**src/rtl/gio_pkg.sv**
```systemverilog
// Shared definitions for the GPIO interrupt controller.
// Contents: FSM state encoding, default port-bus register addresses,
//           position of the valid bit in the source-ID register, ID word helper.
package gio_pkg;

  // Controller FSM: waiting for work, interrupt raised, CPU inside its ISR.
  typedef enum logic [1:0] {
    ST_IDLE    = 2'd0,
    ST_ASSERT  = 2'd1,
    ST_SERVICE = 2'd2
  } gio_state_e;

  // Default port-bus addresses of the controller registers.
  localparam logic [7:0] GIO_ADDR_MASK = 8'h10;
  localparam logic [7:0] GIO_ADDR_PEND = 8'h11;
  localparam logic [7:0] GIO_ADDR_ID   = 8'h12;

  // Bit 7 of the ID register flags a capture the CPU has not read yet.
  localparam int ID_VLD_BIT = 7;

  // ID register format: {valid, 4'b0, source index}.
  function automatic logic [7:0] gio_id_word(input logic [2:0] idx);
    return {1'b1, 4'b0000, idx};
  endfunction

endpackage

```
**src/rtl/gio_prio_enc.sv**
```systemverilog
// Lowest-set-bit priority encoder (index 0 has the highest priority).
// Latency: purely combinational. Backpressure: none.
// Ports: req (N request bits) -> idx (3-bit index of lowest set bit, 0 if none), any (|req).
module gio_prio_enc #(
  parameter int N = 4
) (
  input  logic [N-1:0] req,
  output logic [2:0]   idx,
  output logic         any
);

  // Scan from the top down so the lowest set bit is the last one written.
  always_comb begin
    idx = 3'd0;
    any = 1'b0;
    for (int i = N - 1; i >= 0; i--) begin
      if (req[i]) begin
        idx = 3'(i);
        any = 1'b1;
      end
    end
  end

endmodule

```
**src/rtl/gio_int_ctrl.sv**
```systemverilog
// Interrupt controller: latches rising edges of N sources into pending, masks them,
//   drives the CPU interrupt line and captures the serviced source ID.
// Latency: source high at edge P0 sets pending at P0, interrupt rises at P1; reads land in port_out one edge after ren.
// Backpressure: none; the CPU paces the flow through interrupt_ack and register writes.
// Ports: clk/rst (async active-low), address/value_in/wen/ren port bus, int_src sources,
//        interrupt/interrupt_ack CPU handshake, port_out registered read data.
module gio_int_ctrl
  import gio_pkg::*;
#(
  parameter int         N         = 4,
  parameter logic [7:0] ADDR_MASK = GIO_ADDR_MASK,
  parameter logic [7:0] ADDR_PEND = GIO_ADDR_PEND,
  parameter logic [7:0] ADDR_ID   = GIO_ADDR_ID
) (
  input  logic         clk,
  input  logic         rst,
  input  logic [7:0]   address,
  input  logic [7:0]   value_in,
  input  logic         wen,
  input  logic         ren,
  input  logic [N-1:0] int_src,
  output logic         interrupt,
  input  logic         interrupt_ack,
  output logic [7:0]   port_out
);

  logic [N-1:0] src_q, src_d;
  logic [N-1:0] pend_q, pend_d;
  logic [N-1:0] mask_q, mask_d;
  logic [7:0]   id_q, id_d;
  logic [7:0]   port_q, port_d;
  logic         int_q, int_d;
  gio_state_e   state_q, state_d;

  logic [N-1:0] rise;
  logic [N-1:0] masked;
  logic [2:0]   prio_idx;
  logic         active;
  logic         wr_mask, wr_pend, rd_en;
  logic         capture;
  logic [7:0]   mask_ext, pend_ext;

  // Upper write-data bits beyond N have no storage.
  logic unused_value_in;
  assign unused_value_in = ^value_in;

  assign wr_mask = wen && (address == ADDR_MASK);
  assign wr_pend = wen && (address == ADDR_PEND);
  // A write in the same cycle suppresses the read entirely.
  assign rd_en   = ren && !wen;

  assign rise   = int_src & ~src_q;
  assign masked = pend_q & mask_q;

  gio_prio_enc #(.N(N)) u_prio (
    .req (masked),
    .idx (prio_idx),
    .any (active)
  );

  always_comb begin
    mask_ext = 8'h00;
    pend_ext = 8'h00;
    mask_ext[N-1:0] = mask_q;
    pend_ext[N-1:0] = pend_q;
  end

  // Source tracking, pending (set beats W1C) and mask.
  always_comb begin
    src_d  = int_src;
    pend_d = rise | (pend_q & ~(wr_pend ? value_in[N-1:0] : {N{1'b0}}));
    mask_d = wr_mask ? value_in[N-1:0] : mask_q;
  end

  // FSM next state.
  always_comb begin
    state_d = state_q;
    unique case (state_q)
      ST_IDLE: begin
        if (active) state_d = ST_ASSERT;
      end
      ST_ASSERT: begin
        // Losing the request wins over a coincident ack: nothing is left to service.
        if (!active)           state_d = ST_IDLE;
        else if (interrupt_ack) state_d = ST_SERVICE;
      end
      ST_SERVICE: begin
        // Any write to pending or mask marks the end of the ISR.
        if (wr_pend || wr_mask) state_d = ST_IDLE;
      end
      default: state_d = ST_IDLE;
    endcase
  end

  // FSM outputs: registered interrupt line and ID capture strobe.
  always_comb begin
    int_d   = (state_d == ST_ASSERT);
    capture = (state_q == ST_ASSERT) && active && interrupt_ack;
  end

  // Read path and ID register.
  always_comb begin
    port_d = port_q;
    id_d   = id_q;
    if (rd_en) begin
      if (address == ADDR_MASK) begin
        port_d = mask_ext;
      end else if (address == ADDR_PEND) begin
        port_d = pend_ext;
      end else if (address == ADDR_ID) begin
        // Return the value as it was, then drop valid so a re-read shows it consumed.
        port_d            = id_q;
        id_d[ID_VLD_BIT]  = 1'b0;
      end
    end
    if (capture) id_d = gio_id_word(prio_idx);
  end

  always_ff @(posedge clk or negedge rst) begin
    if (!rst) begin
      src_q   <= '0;
      pend_q  <= '0;
      mask_q  <= '0;
      id_q    <= 8'h00;
      port_q  <= 8'h00;
      int_q   <= 1'b0;
      state_q <= ST_IDLE;
    end else begin
      src_q   <= src_d;
      pend_q  <= pend_d;
      mask_q  <= mask_d;
      id_q    <= id_d;
      port_q  <= port_d;
      int_q   <= int_d;
      state_q <= state_d;
    end
  end

  assign interrupt = int_q;
  assign port_out  = port_q;

endmodule
```
**config.mk**
```make
export PLATFORM = sky130hd
export DESIGN_NAME = gio_int_ctrl
export DESIGN_NICKNAME = d
export VERILOG_FILES = /design/src/rtl/gio_pkg.sv /design/src/rtl/gio_prio_enc.sv /design/src/rtl/gio_int_ctrl.sv
export SDC_FILE = /design/constraint.sdc
export NUM_CORES = 1
export LEC_CHECK = 0
export CAP_MARGIN = 5
export CORE_ASPECT_RATIO = 1.4
export CORE_MARGIN = 4
export CORE_UTILIZATION = 45
export DETAILED_ROUTE_END_ITERATION = 8
export GPL_TIMING_DRIVEN = 0
export PLACE_DENSITY = 0.78
export SLEW_MARGIN = 20
export SYNTH_ARGS = -nofsm -noshare
export SYNTH_HDL_FRONTEND = slang
export SYNTH_SLANG_ARGS = --single-unit
```
**constraint.sdc**
```tcl
create_clock -name clk -period 2 [get_ports clk]
set_clock_uncertainty 0.05 [all_clocks]
set_input_delay 0.4 -clock clk [delete_from_list [all_inputs] [get_ports clk]]
set_output_delay 0.4 -clock clk [all_outputs]
set_load 0.02 [all_outputs]
```
==> flow_metrics.tcl, run 1 <==
set metrics [dict create \
    initial_core_util 0.4820 \
    setup_viol 0 \
    tightestPinTransition_ns 0.6498 \
    worstHoldPathType "input port to asynchronous set/reset pin" \
    numCtsBuffers 3 \
    status "finished with violations" \
    ys_top_cells_by_count "23 x dfrtp_1, 9 x nand2_1, 7 x nor2_1" \
    hold_viol 23 \
    cp_slowest_stage_delay_ns 0.44 \
    cts_resized 0 \
    io_buffers 25 \
    io_pins 34 \
    clk_latency_ns 0.31 \
    power_frac_clock 0.234 \
    swShare 0.2488 \
    synth_top_cell_by_area "dfrtp_1" \
    total_power_uw 881.5 \
    p_comb_frac 0.172 \
    powerDensity_mw_per_mm2 638.8 \
    synth_top_area_frac 0.5361 \
    wl_per_cell_um 14.15 \
    p_int_uw 662.2 \
    hold_ws_ns -0.009475 \
    ctsHtreeMaxLevel 1 \
    cp-end-kind "register" \
    die-area_mm2 0.003242 \
    grt_pass1_wl_um 3608 \
    cts_root_buffer "clkbuf_4" \
    cts-hold-fix-buffers 0 \
    max_cap_viol_count 0 \
    cp.arrival_ns 2.00 \
    worstPathCellList "clkdlybuf4s50_1 > nor4b_4 > nand3_1 > nor2_2 > mux2_2" \
    clkTransAtPathRegs_ns 0.12 \
    r2r_end "id_q[0]" \
    synth_cell_types 27 \
    via_count 814 \
    postSynthAreaPerCell_um2 11.42 \
    required_ns 2.15 \
    core-area_mm2 0.002227 \
    num_rows 20 \
    n_antenna_cell 0 \
    seq_area_frac_synth 0.5361 \
    die_w_um 49.28 \
    critPathSlowestCell "clkdlybuf4s50_1" \
    synth_seq_cells 23 \
    wl_um 2080 \
    die_h_um 65.79 \
    slew_violations 0 \
    cts_sinks 23 \
    synth_edf_count 0 \
    r2r-start "pend_q[1]" \
    peakVddDrop_mv 0.4655 \
    first_pass_iters 4 \
    place_congestion 0.7409 \
    synth_ff_type "dfrtp_1" \
    dpl.hpwl_um 1640 \
    min_period_ns 1.845 \
    detail_route.vias_per_cell 5.537 \
    overflow 0 \
    reg2regPathDepth 4 \
    fmax_mhz 541.9 \
    antenna_left 0 \
    synthCells 94 \
    synth_area_mm2 0.001074 \
    area_growth_pct 28.55 \
    crit_type "input port to register" \
    fin_crit_sh 0.9226 \
    seqPwrFrac 0.594 \
    start_kind "input port" \
    track_usage 0.1444 \
    drt_iter0_markers 9 \
    ff2ff_setup_slack_ns 0.42 \
    cts_tree "built" \
    drc 0 \
    layout.nets 151 \
    grt_pass1_vias 838 \
    cp_max_fo 6 \
    rsz0062_at_grt "no" \
    violations "hold timing" \
    async_flop_share 1.000 \
    grt_max_degree 24 \
    yosysMostFrequentCell "dfrtp_1" \
    p_switching_uw 219.3 \
    max_slew_margin 0.5635 \
    yosys-top-cells-area "dfrtp_1 54%, mux2_2 5.2%, a22o_1 4.9%, mux2_1 4.2%, mux2i_1 3.7%" \
    drive_gt1_frac 0.1520 \
    ys_warn_count 0 \
    final_util 0.6197 \
    postCtsSetupBuffers 0 \
    antenna_found_initial 0 \
    clockBufferDepth 2 \
    p_leak_uw 0.0006486 \
]
cell families (layout without fill, tap and decap cells):
| group | count (synthesis) | count (layout) | share of synthesized area |
|---|---|---|---|
| buffers and inverters | 10 | 39 | 0.04895 |
| muxes | 13 | 13 | 0.1317 |
| AOI/OAI and AO/OA | 16 | 16 | 0.1084 |
| DFF | 23 | 23 | 0.5361 |
| and+or+nand+nor | 31 | 31 | 0.1713 |
| other | 1 | 3 | 0.003493 |
final cells by class:
type | count | area (µm²)
Clock buffer | 4 | 26.28
Sequential cell | 23 | 575.6
Buffer | 4 | 30.03
Multi-Input combinational cell | 63 | 452.9
Fill cell | 200 | 847.1
Inverter | 6 | 22.52
Timing Repair Buffer | 25 | 245.2
Tap cell | 22 | 27.53
cell usage in the layout, fill, tap and decap left out, types with 2 or more instances in the layout:
cell type	synthesis	final
a21oi_1	5	5
a22o_1	6	6
buf_4	4	4
clkbuf_4	0	3
clkdlybuf4s50_1	0	24
conb_1	1	3
dfrtp_1	23	23
inv_1	6	6
mux2_1	4	4
mux2_2	5	5
mux2i_1	4	4
nand2_1	9	9
nand3_1	2	2
nor2_1	7	7
nor2b_1	2	2
nor3_1	2	2
nor3b_1	2	2
metal layers:
layer / up-vias / part of all wire / global-route usage
met4: 0 / 0.020 / 0.07473
met2: 27 / 0.51 / 0.2601
met5: - / 0 / 0
met3: 5 / 0.073 / 0.02709
met1: 395 / 0.40 / 0.1596
li1: 387 / - / -
worst max path at each step:
| stage | from | endpoint | cells after the start |
|---|---|---|---|
| final | address[5] | mask_q[2] | 5 |
| after global routing | address[5] | mask_q[3] | 5 |
| after CTS | address[5] | mask_q[3] | 5 |
| after detailed placement | address[5] | mask_q[3] | 5 |
| after global placement | address[5] | mask_q[1] | 5 |
| after floorplan | address[5] | mask_q[0] | 4 |
metrics by stage:
step,worst slack (ns),TNS [ns],cells,cell area [µm²]
floorplan,0.4445,0,96,1081
global placement,-0.1453,-0.9650,143,1359
detailed placement,-0.1761,-1.268,143,1359
CTS,0.1546,0,147,1385
global route,0.07037,0,147,1380
finish,0.1548,0,147,1380
worst max-delay path, delay by kind of cell:
kind | cells | cell delay [ns]
AND/OR/NAND/NOR | 3 | 0.80
multiplexers | 1 | 0.36
buffers and inverters | 1 | 0.44
registers in the layout, indices dropped and copies added (netlist names):
register,cells
id_q,3
interrupt,1
mask_q,4
pend_q,4
port_out,5
src_q,4
state_q,2
power by group through the flow:
stage | clock network [µW] | logic (µW) | registers [µW]
CTS | 215 | 156 | 524
global route | 234 | 166 | 529
finish | 206 | 152 | 523
global placement | 0 | 150 | 531
detailed placement | 0 | 155 | 533
floorplan | 0 | 74.0 | 533
No activity file was read; power rests on OpenSTA's default activity.
==> run 2, diff against run 1 <==
--- a/config.mk
+++ b/config.mk
@@ -12,6 +12,8 @@
 export DETAILED_ROUTE_END_ITERATION = 8
 export GPL_TIMING_DRIVEN = 0
 export PLACE_DENSITY = 0.78
+export RECOVER_POWER = 50
+export SETUP_SLACK_MARGIN = 0.3
 export SLEW_MARGIN = 20
 export SYNTH_ARGS = -nofsm -noshare
 export SYNTH_HDL_FRONTEND = slang
==> constraint.sdc (replaced) <==
create_clock -name clk -period 2 [get_ports clk]
set_clock_uncertainty 0.05 [all_clocks]
set_input_delay 0.6 -clock clk [delete_from_list [all_inputs] [get_ports clk]]
set_output_delay 0.6 -clock clk [all_outputs]
set_load 0.02 [all_outputs]
==> run 2 against run 1 <==
- the run now ends clean
- design area increased by 3.4%
- clock power rose by 5%
- clock-buffer cell count fell by 1
- sequential share of layout area down 1.4 points
- highest routed layer unchanged
- sequential power increased by 0.8%
- combinational power up 3%
- critical endpoint is now port_out[2]
- via count rose by 1.7%
- largest power group unchanged
- worst hold slack better by 0.46 ns
- die area did not move
- critical path depth is 4 lower
- global-route usage up 2.1 points
- critical path type is now register to primary output
==> flow_metrics.tcl, run 2 (synthesis results as in run 1) <==
set metrics [dict create \
    layout.nets 153 \
    dpl.hpwl_um 1750 \
    cts_root_buffer "clkbuf_4" \
    swShare 0.2722 \
    layout_commonest_cell "dfrtp_1" \
    numCtsBuffers 3 \
    slew_violations 0 \
    die-area_mm2 0.003242 \
    die_h_um 65.79 \
    cp-end-kind "primary output" \
    dp.cells 143 \
    ff2ff_setup_slack_ns 0.52 \
    worstPathCellList "clkdlybuf4s15_1" \
    io_buffers 25 \
    wl_per_cell_um 15.42 \
    first_pass_iters 4 \
    drive_gt1_frac 0.2598 \
    place_congestion 0.7184 \
    worst-path-buf-inv 1 \
    n_antenna_cell 0 \
    io_pins 34 \
    largest_register_ff_count 5 \
    min_period_ns 1.669 \
    via_count 828 \
    cp_slowest_stage_delay_ns 0.40 \
    clockBufferDepth 2 \
    worstHoldPathType "input port to asynchronous set/reset pin" \
    rsz0062_at_grt "no" \
    fin_crit_sh 0.8345 \
    area_growth_pct 32.98 \
    crit_type "register to primary output" \
    hold_viol 0 \
    drc 0 \
    power_frac_clock 0.241 \
    num_rows 20 \
    antenna_left 0 \
    p_int_uw 655.2 \
    setup_viol 0 \
    layout_common_cells "23 x dfrtp_1, 9 x nand2_1, 7 x clkdlybuf4s50_1" \
    max_cap_viol_count 0 \
    dpl_cell_area_mm2 0.001373 \
    p_switching_uw 245.1 \
    peakVddDrop_mv 0.5466 \
    initial_core_util 0.4820 \
    start_kind "register" \
    clkTransAtPathRegs_ns 0.13 \
    drt_iter0_markers 4 \
    powerDensity_mw_per_mm2 630.6 \
    cp.arrival_ns 1.02 \
    cts_tree "built" \
    detail_route.vias_per_cell 5.557 \
    tightestPinTransition_ns 1.229 \
    tns_ns 0 \
    crit_family "flip-flops" \
    nFillCells 191 \
    grt_pass1_wl_um 4084 \
    fin_cells 149 \
    r2r-start "pend_q[3]" \
    regArea_um2 575.6 \
    multi_input_area_um2 514.2 \
    cts-hold-fix-buffers 0 \
    required_ns 1.35 \
    r2r_end "id_q[0]" \
    p_leak_uw 0.0006892 \
    overflow 0 \
    die_w_um 49.28 \
    fmax_mhz 599.2 \
    grt_pass1_vias 899 \
    clk_latency_ns 0.32 \
    p_comb_frac 0.173 \
    max_slew_margin 0.1809 \
    cts_sinks 23 \
    track_usage 0.1654 \
    seqPwrFrac 0.586 \
    status "finished, final reports clean" \
    grt_max_degree 24 \
    reg2regPathDepth 4 \
    ctsHtreeMaxLevel 1 \
    core-area_mm2 0.002227 \
    critPathSlowestCell "dfrtp_1" \
    antenna_found_initial 0 \
    cp_max_fo 2 \
    wl_um 2297 \
    post-route-cell-area_mm2 0.001428 \
]
run 2: worst register-to-register path, stage by stage, from the launching register on:
cell,delay [ns]
dfrtp_1,0.43
a22o_1,0.20
nor2_1,0.08
nor3_2,0.24
mux2_2,0.37
run 2: final cells by class:
cell class / count / share of cell area
multi-input combinational: 63 / 0.3602
sequential: 23 / 0.4032
inverter: 6 / 0.01578
tap: 22 / 0.01928
clock inverter: 1 / 0.003506
timing repair buffer: 27 / 0.1613
buffer: 4 / 0.02103
clock buffer: 3 / 0.01578
run 2: what timing repair did:
action                     4_1_cts  5_1_grt
setup endpoints to repair       21       18
buffers inserted                 2        0
gates resized for setup         27       16
pin swaps                        3        2
run 2: per-layer routing:
metal / GRT usage / share of wire
met5: 0 / 0
met2: 0.3070 / 0.54
met4: 0.09609 / 0.032
met3: 0.02709 / 0.050
met1: 0.1730 / 0.38
run 2: stage by stage:
stage	utilization	setup slack (ns)	total power (µW)	hold slack (ns)
floorplan	-	0.2510	609.0	0.2544
global placement	0.6163	-0.3099	682.8	0.4237
detailed placement	0.6163	-0.3722	695.2	0.4361
CTS	0.6461	0.2802	905.7	0.4633
global route	0.6410	0.3009	945.1	0.4864
finish	0.6410	0.3310	900.2	0.4480
run 2: worst max-delay path by stage:
| stage | slack [ns] | start | to | cells after the start |
|---|---|---|---|---|
| 5_1_grt | 0.30 | port_out[2] | port_out[2] | 1 |
| 3_3_place_gp | -0.31 | address[5] | mask_q[2] | 5 |
| 6_report | 0.33 | port_out[2] | port_out[2] | 1 |
| 2_1_floorplan | 0.25 | address[5] | mask_q[0] | 4 |
| 4_1_cts | 0.28 | address[6] | mask_q[0] | 6 |
| 3_5_place_dp | -0.37 | address[5] | mask_q[3] | 5 |
run 2: power groups by stage:
stage                     Combinational (µW)  Sequential [µW]  Clock (µW)
after floorplan                         75.5              533           0
after global placement                   151              531           0
after detailed placement                 159              537           0
after CTS                                158              527         221
after global routing                     173              533         238
final                                    156              527         217
==> run 3, diff against run 2 <==
--- a/config.mk
+++ b/config.mk
@@ -8,10 +8,10 @@
 export CAP_MARGIN = 5
 export CORE_ASPECT_RATIO = 1.4
 export CORE_MARGIN = 4
-export CORE_UTILIZATION = 45
+export CORE_UTILIZATION = 40
 export DETAILED_ROUTE_END_ITERATION = 8
 export GPL_TIMING_DRIVEN = 0
-export PLACE_DENSITY = 0.78
+export PLACE_DENSITY = 0.73
 export RECOVER_POWER = 50
 export SETUP_SLACK_MARGIN = 0.3
 export SLEW_MARGIN = 20
==> constraint.sdc (replaced) <==
create_clock -name clk -period 1.3 [get_ports clk]
set_clock_uncertainty 0.05 [all_clocks]
set_input_delay 0.39 -clock clk [delete_from_list [all_inputs] [get_ports clk]]
set_output_delay 0.39 -clock clk [all_outputs]
set_load 0.02 [all_outputs]
==> run 3 against run 2 <==
- the run now ends with setup timing left
- wire length increased by 6.6%
- global-route usage decreased by 2.3 points
- clock power increased by 47%
- utilization decreased by 0.71 points
- worst hold slack got worse by 0.19 ns
- critical endpoint is now port_out[2]
- largest power group unchanged
==> flow_metrics.tcl, run 3 (synthesis results as in run 1) <==
set metrics [dict create \
    detail_route.vias_per_cell 4.977 \
    p_leak_uw 0.0007954 \
    via_count 881 \
    drc 0 \
    clkTransAtPathRegs_ns 0.12 \
    io_buffers 25 \
    rsz0062_at_grt "yes" \
    status "finished with violations" \
    fin_ws_ns -0.05289 \
    grt_pass1_vias 894 \
    die_h_um 69.30 \
    critPathSlowestCell "mux2_4" \
    dpl.hpwl_um 1601 \
    fmax_mhz 739.2 \
    numCtsBuffers 3 \
    cts_root_buffer "clkbuf_4" \
    cts_sinks 23 \
    setup_viol 10 \
    clk_latency_ns 0.30 \
    powerDensity_mw_per_mm2 876.7 \
    wl_um 2448 \
    io_pins 34 \
    grt_max_degree 24 \
    crit_type "input port to register" \
    max_cap_viol_count 0 \
    final_util 0.6339 \
    cp.arrival_ns 1.50 \
    violations "setup timing" \
    area_growth_pct 52.80 \
    drt_iter0_markers 9 \
    largest_register_ff_count 5 \
    cts_tree "built" \
    layout.nets 167 \
    slew_violations 0 \
    required_ns 1.45 \
    layout_commonest_cell "dfrtp_1" \
    die_w_um 51.79 \
    multi_input_area_um2 586.8 \
    hold_viol 0 \
    nFillCells 230 \
    initial_core_util 0.4149 \
    max_slew_margin 0.1930 \
    clockBufferDepth 2 \
    total_power_uw 1438 \
    regArea_um2 575.6 \
    dpl_cell_area_mm2 0.001403 \
    post-route-cell-area_mm2 0.001640 \
    first_pass_iters 4 \
    cp-end-kind "register" \
    drive_gt1_frac 0.4610 \
    place_congestion 0.7206 \
    worstPathCellList "buf_6 > nor4b_4 > buf_4 > and3_4 > nand2_4 > mux2_4" \
    n_antenna_cell 0 \
    track_usage 0.1422 \
    worstHoldPathType "input port to asynchronous set/reset pin" \
    antenna_found_initial 0 \
    grt_pass1_wl_um 3919 \
    start_kind "input port" \
    tns_ns -0.4397 \
    antenna_left 0 \
    cp_slowest_stage_delay_ns 0.30 \
    min_period_ns 1.353 \
    place_ws_ns -0.8322 \
    tightestPinTransition_ns 1.210 \
    overflow 0 \
    num_rows 22 \
    die-area_mm2 0.003588 \
    wl_per_cell_um 13.83 \
    layout_common_cells "23 x dfrtp_1, 20 x buf_4, 9 x mux2_4" \
    ctsHtreeMaxLevel 1 \
    core-area_mm2 0.002587 \
    peakVddDrop_mv 0.8017 \
    fin_crit_sh 1.041 \
    cp_max_fo 5 \
]
-- run 3: changes by cell type in the layout (fill, tap and decap cells not counted), moves of 5 or more --
cell,delta
buf_4,+16
buf_6,+6
mux2_4,+5
nand2_1,-5
nand2_2,+5
-- run 3: power by group --
part | leakage, µW | total, µW | switching, µW | internal (µW)
clock network | 0.0000150 | 320 | 200 | 120
logic | 0.000498 | 303 | 140 | 163
registers | 0.000282 | 815 | 44.8 | 770
total | 0.000795 | 1440 | 385 | 1050
-- run 3: path summary, 6_finish.rpt --
path,slack [ns],end,cells past startpoint,from
min in group clk,0.37,port_out[7],2,address[1]
min,0.26,mask_q[2],1,rst
min reg2reg,0.45,id_q[7],1,id_q[7]
max reg2reg,-0.04,id_q[0],4,mask_q[3]
max in group asynchronous,0.23,mask_q[3],1,rst
max,-0.05,port_out[2],6,address[7]
-- run 3: cell type report --
class | instances | area share
multi-input combinational | 63 | 0.3577
sequential | 23 | 0.3509
timing repair buffer | 41 | 0.2159
tap | 36 | 0.02746
buffer | 4 | 0.01831
clock buffer | 4 | 0.01602
inverter | 6 | 0.01373
-- run 3: critical path, delay by kind of cell --
family	cells	cell delay [ns]
buf+inv	2	0.27
mux	1	0.30
simple gates	3	0.54
-- run 3: layer usage --
| layer | vias up | global-route usage | part of all wire |
|---|---|---|---|
| met5 | - | 0 | 0 |
| met4 | 0 | 0.04373 | 0.0057 |
| met3 | 2 | 0.01505 | 0.055 |
| met2 | 25 | 0.2606 | 0.56 |
| met1 | 433 | 0.1669 | 0.38 |
| li1 | 421 | - | - |
-- run 3: through the flow --
| stage | hold slack [ns] | cells |
|---|---|---|
| floorplan | 0.04441 | 96 |
| global placement | 0.4209 | 157 |
| detailed placement | 0.4244 | 157 |
| CTS | 0.1177 | 175 |
| global route | 0.3502 | 177 |
| finish | 0.2592 | 177 |
-- run 3: what timing repair did --
item | in CTS | in global routing
endpoints found under the hold margin | 0 | 0
resized for setup | 85 | 8
pin swaps | 13 | 7
hold buffers | 0 | 0
endpoints found under the setup margin | 48 | 25
buffers inserted | 14 | 2
cloned | 0 | 0
==> RTL edit 1: new RTL, flow settings as in run 2 <==
Re-encode `gio_state_e` (3 states) as one-hot, 3 bits wide.
--- a/src/rtl/gio_pkg.sv
+++ b/src/rtl/gio_pkg.sv
@@ -6,6 +6,6 @@
   // Controller FSM: waiting for work, interrupt raised, CPU inside its ISR.
-  typedef enum logic [1:0] {
-    ST_IDLE    = 2'd0,
-    ST_ASSERT  = 2'd1,
-    ST_SERVICE = 2'd2
+  typedef enum logic [2:0] {
+    ST_IDLE    = 3'b001,
+    ST_ASSERT  = 3'b010,
+    ST_SERVICE = 3'b100
   } gio_state_e;
Check against the original RTL: same outputs for any inputs over 10 cycles, from zero or initial values and one cycle with rst low; not proved beyond that.
==> RTL edit 1 against run 2 <==
Clock power grew 61%; sequential share of layout area shrank 0.60 points; synthesized area grew 5.2%; power grew 14%; final area grew 6.1%; routed wire length grew 0.78%; critical path depth grew 3; sequential cell count grew 1; setup slack lost 16 ps; largest power group unchanged; highest routed layer unchanged.
==> RTL edit 1: results <==
export IMPL_status="complete, no violations"
export IMPL_synth_main_ff_cell="dfrtp_1"
export IMPL_first_iter_violations=18
export IMPL_preCtsSetupSlack_ps=-306
export IMPL_peakVddDrop_mv=0.550
export IMPL_htree_num_levels=1
export IMPL_nFillCells=199
export IMPL_syn_area_per_cell_um2=11.6
export IMPL_critPathArrivalTime_ps=1850
export IMPL_final_cells=167
export IMPL_synthDistinctLibCells=34
export IMPL_drive_gt1_share_pct=23.3
export IMPL_via_per_inst=4.93
export IMPL_grt_pass1_vias=840
export IMPL_layout_nets=159
export IMPL_grt_pass1_wl_um=3820
export IMPL_grt_max_degree=25
export IMPL_grtUsageTotal_pct=14.8
export IMPL_clkTransAtPathRegs_ps=130
export IMPL_path_max_fanout=4
export IMPL_wl_per_cell_um=13.9
export IMPL_yosys_warnings=0
export IMPL_synth_commonest_cells="23 x dfrtp_1, 9 x nand2_1, 6 x nand3_1"
export IMPL_drt_first_pass_iters=4
export IMPL_post_dp_cell_area_um2=1440
export IMPL_antenna_found_initial=0
export IMPL_clock_latency_ps=320
export IMPL_hold_violations=0
export IMPL_min_path_type="in2async"
export IMPL_numCtsBuffers=3
export IMPL_gp_congestion=0.754
export IMPL_largest_reg_flops=5
export IMPL_port_buffers=26
export IMPL_netlist_top_cells_area="dfrtp_1 51%, mux2_4 5.3%, a22o_1 3.9%"
export IMPL_dp_hpwl_um=1730
export IMPL_worst_pin_slew_ps=1230
export IMPL_ys_seq_area_share_pct=53.3
export IMPL_clockBufferDepth=2
export IMPL_p_leak_nw=0.716
## RTL edit 1: what timing repair did
action / CTS / global route
setup buffers: 2 / 2
pin swaps: 3 / 0
hold buffers: 0 / 0
setup endpoints to repair: 22 / 16
gates resized for setup: 21 / 11
## RTL edit 1: per-layer routing
layer | vias to the layer above | share of wire, % | track usage (%)
met4 | 0 | 1.9 | 6.06
met5 | - | 0 | 0
met3 | 5 | 3.3 | 2.65
li1 | 409 | - | -
met2 | 12 | 53 | 26.3
met1 | 397 | 41 | 17.7
## RTL edit 1: critical path, stage by stage
cell,delay [ps]
clkdlybuf4s50_1,490
nor3b_2,220
nor2b_4,220
mux2_1,330
## RTL edit 1: cell type report
type	count	area, um^2	area share, %
flip-flops and latches	24	602	39.7
multi-input cells	65	505	33.4
repair buffers	30	253	16.7
well taps	34	42.5	2.81
plain buffers	5	41.3	2.73
clock inverters	1	30.0	1.98
clock buffers	3	22.5	1.49
inverters	5	18.8	1.24
## RTL edit 1: cell families after synthesis
logic type      after synthesis  synth area share [%]
buf+inv                      10                  4.76
compound gates               19                  12.8
mux                           9                  10.1
simple gates                 34                  18.7
other cells                   1                 0.332
flops                        24                  53.3
## RTL edit 1: worst paths after layout
kind	start	to	slack, ps	cells past startpoint
worst max-delay path	interrupt_ack	id_q[0]	320	4
worst min-delay path	rst	pend_q[2]	460	1
worst max register to register	pend_q[1]	id_q[0]	410	4
worst min register to register	port_out[2]	port_out[2]	460	2
max in group asynchronous	rst	src_q[2]	720	1
min in group clk	port_out[2]	port_out[2]	460	2
## RTL edit 1: report_power, final
part / internal, mW / switching (mW)
clock network: 0.203 / 0.147
logic: 0.0794 / 0.0733
registers: 0.512 / 0.0149
==> RTL edit 2: new RTL, settings of run 2 <==
Made on the original files. `N` is set to 4 in 2 places; all go to 6.
--- a/src/rtl/gio_prio_enc.sv
+++ b/src/rtl/gio_prio_enc.sv
@@ -4,3 +4,3 @@
 module gio_prio_enc #(
-  parameter int N = 4
+  parameter int N = 6
 ) (
--- a/src/rtl/gio_int_ctrl.sv
+++ b/src/rtl/gio_int_ctrl.sv
@@ -9,3 +9,3 @@
 #(
-  parameter int         N         = 4,
+  parameter int         N         = 6,
   parameter logic [7:0] ADDR_MASK = GIO_ADDR_MASK,
Ports: changed (resized int_src); port bits go from 34 to 36. No check against the original RTL was run, so the function may have changed too.
==> RTL edit 2 against run 2 <==
Non-clock buffer count is 15 higher; utilization rose by 2.8 points; largest cell class unchanged; power up 76%; synthesized area rose by 36%; setup slack got worse by 44 ps; cell count rose by 42%; routed wire length up 48%; worst hold slack lost 120 ps; sequential cell count rose by 9; die area up 31%; final area increased by 46%.
==> RTL edit 2: results <==
export IMPL_dp_hpwl_um=2380
export IMPL_wirelength_um=3410
export IMPL_synth_commonest_cells="32 x dfrtp_1, 14 x nand2_1, 9 x nand3_1"
export IMPL_reg2regPathDepth=5
export IMPL_status="complete, no violations"
export IMPL_via_per_inst=5.44
export IMPL_slew_headroom_pct=48.1
export IMPL_netlist_top_cells_area="dfrtp_1 55%, mux2_4 6.2%, mux2i_1 4.1%"
export IMPL_port_buffers=31
export IMPL_cp_slowest_stage_delay_ps=460
export IMPL_reg2reg_to="id_q[7]"
export IMPL_first_iter_violations=30
export IMPL_path_max_fanout=4
export IMPL_syn_inst=125
export IMPL_drive_gt1_share_pct=30.6
export IMPL_root_buffer="clkbuf_8"
export IMPL_final_cells=212
export IMPL_grt_pass1_wl_um=5550
export IMPL_preCtsSetupSlack_ps=-491
export IMPL_peakVddDrop_mv=0.604
export IMPL_place_inst=195
export IMPL_nFillCells=245
export IMPL_clock_latency_ps=290
export IMPL_htree_num_levels=2
export IMPL_grt_max_degree=33
export IMPL_r2r_start="pend_q[1]"
RTL edit 2: cell types whose count changed after synthesis, moves of 4 or more:
cell     delta
nand3_1     +7
nor2_1      -6
mux2_1      -4
o21ai_0     +4
mux2_4      +6
dfrtp_1     +9
a22oi_1     +4
nand2_1     +5
RTL edit 2: final cells by class:
cell class	instances	area share (%)
plain buffers	6	2.58
well taps	39	2.34
multi-input cells	80	33.6
clock buffers	6	3.48
flip-flops and latches	32	38.3
clock inverters	2	1.68
repair buffers	40	16.7
inverters	7	1.26
RTL edit 2: kinds of logic (layout without fill, tap and decap cells):
| logic type | Yosys count | count (layout) | synth area share, % |
|---|---|---|---|
| AO/OA/AOI/OAI | 26 | 26 | 12.8 |
| buffers and inverters | 13 | 61 | 4.62 |
| flip-flops | 32 | 32 | 54.8 |
| multiplexers | 14 | 14 | 11.8 |
| other | 1 | 1 | 0.257 |
| AND/OR/NAND/NOR | 39 | 39 | 15.8 |
RTL edit 2: worst max-delay path by stage:
stage	slack, ps	to	startpoint
6_report	290	id_q[7]	pend_q[1]
4_1_cts	280	mask_q[0]	address[2]
3_3_place_gp	-450	mask_q[5]	address[5]
3_5_place_dp	-490	mask_q[4]	address[5]
2_1_floorplan	120	mask_q[0]	address[5]
5_1_grt	250	id_q[7]	pend_q[1]
RTL edit 2: stage by stage:
stage	area, um^2	TNS, ps	hold slack [ps]	util, %
after floorplan	1470	0	254	-
after global placement	1830	-15780	380	58.6
after detailed placement	1820	-7470	401	58.4
after CTS	2000	0	320	64.1
after global routing	2090	0	398	66.9
final	2090	0	330	66.9
RTL edit 2: routing by layer:
layer	up-vias	part of all wire (%)	global-route usage, %
met5	-	0	0
met1	571	39	18.8
met4	0	1.4	7.12
met2	31	54	32.4
met3	4	5.4	5.08
li1	548	-	-
RTL edit 2: critical path: cells and delay by family (launching register included):
family | cells | cell delay, ps
AOI/OAI and AO/OA | 3 | 810
buffers and inverters | 2 | 320
DFF | 1 | 420
RTL edit 2: where the power goes:
part           switching (mW)  total, mW  internal, mW
Sequential             0.0466      0.754         0.707
Clock                   0.230      0.599         0.369
Combinational           0.115      0.236         0.121
RTL edit 2: what timing repair did:
action / CTS / global route
gates resized for setup: 38 / 29
setup endpoints to repair: 29 / 23
buffers inserted: 6 / 2
pin swaps: 5 / 7
cloned: 0 / 1
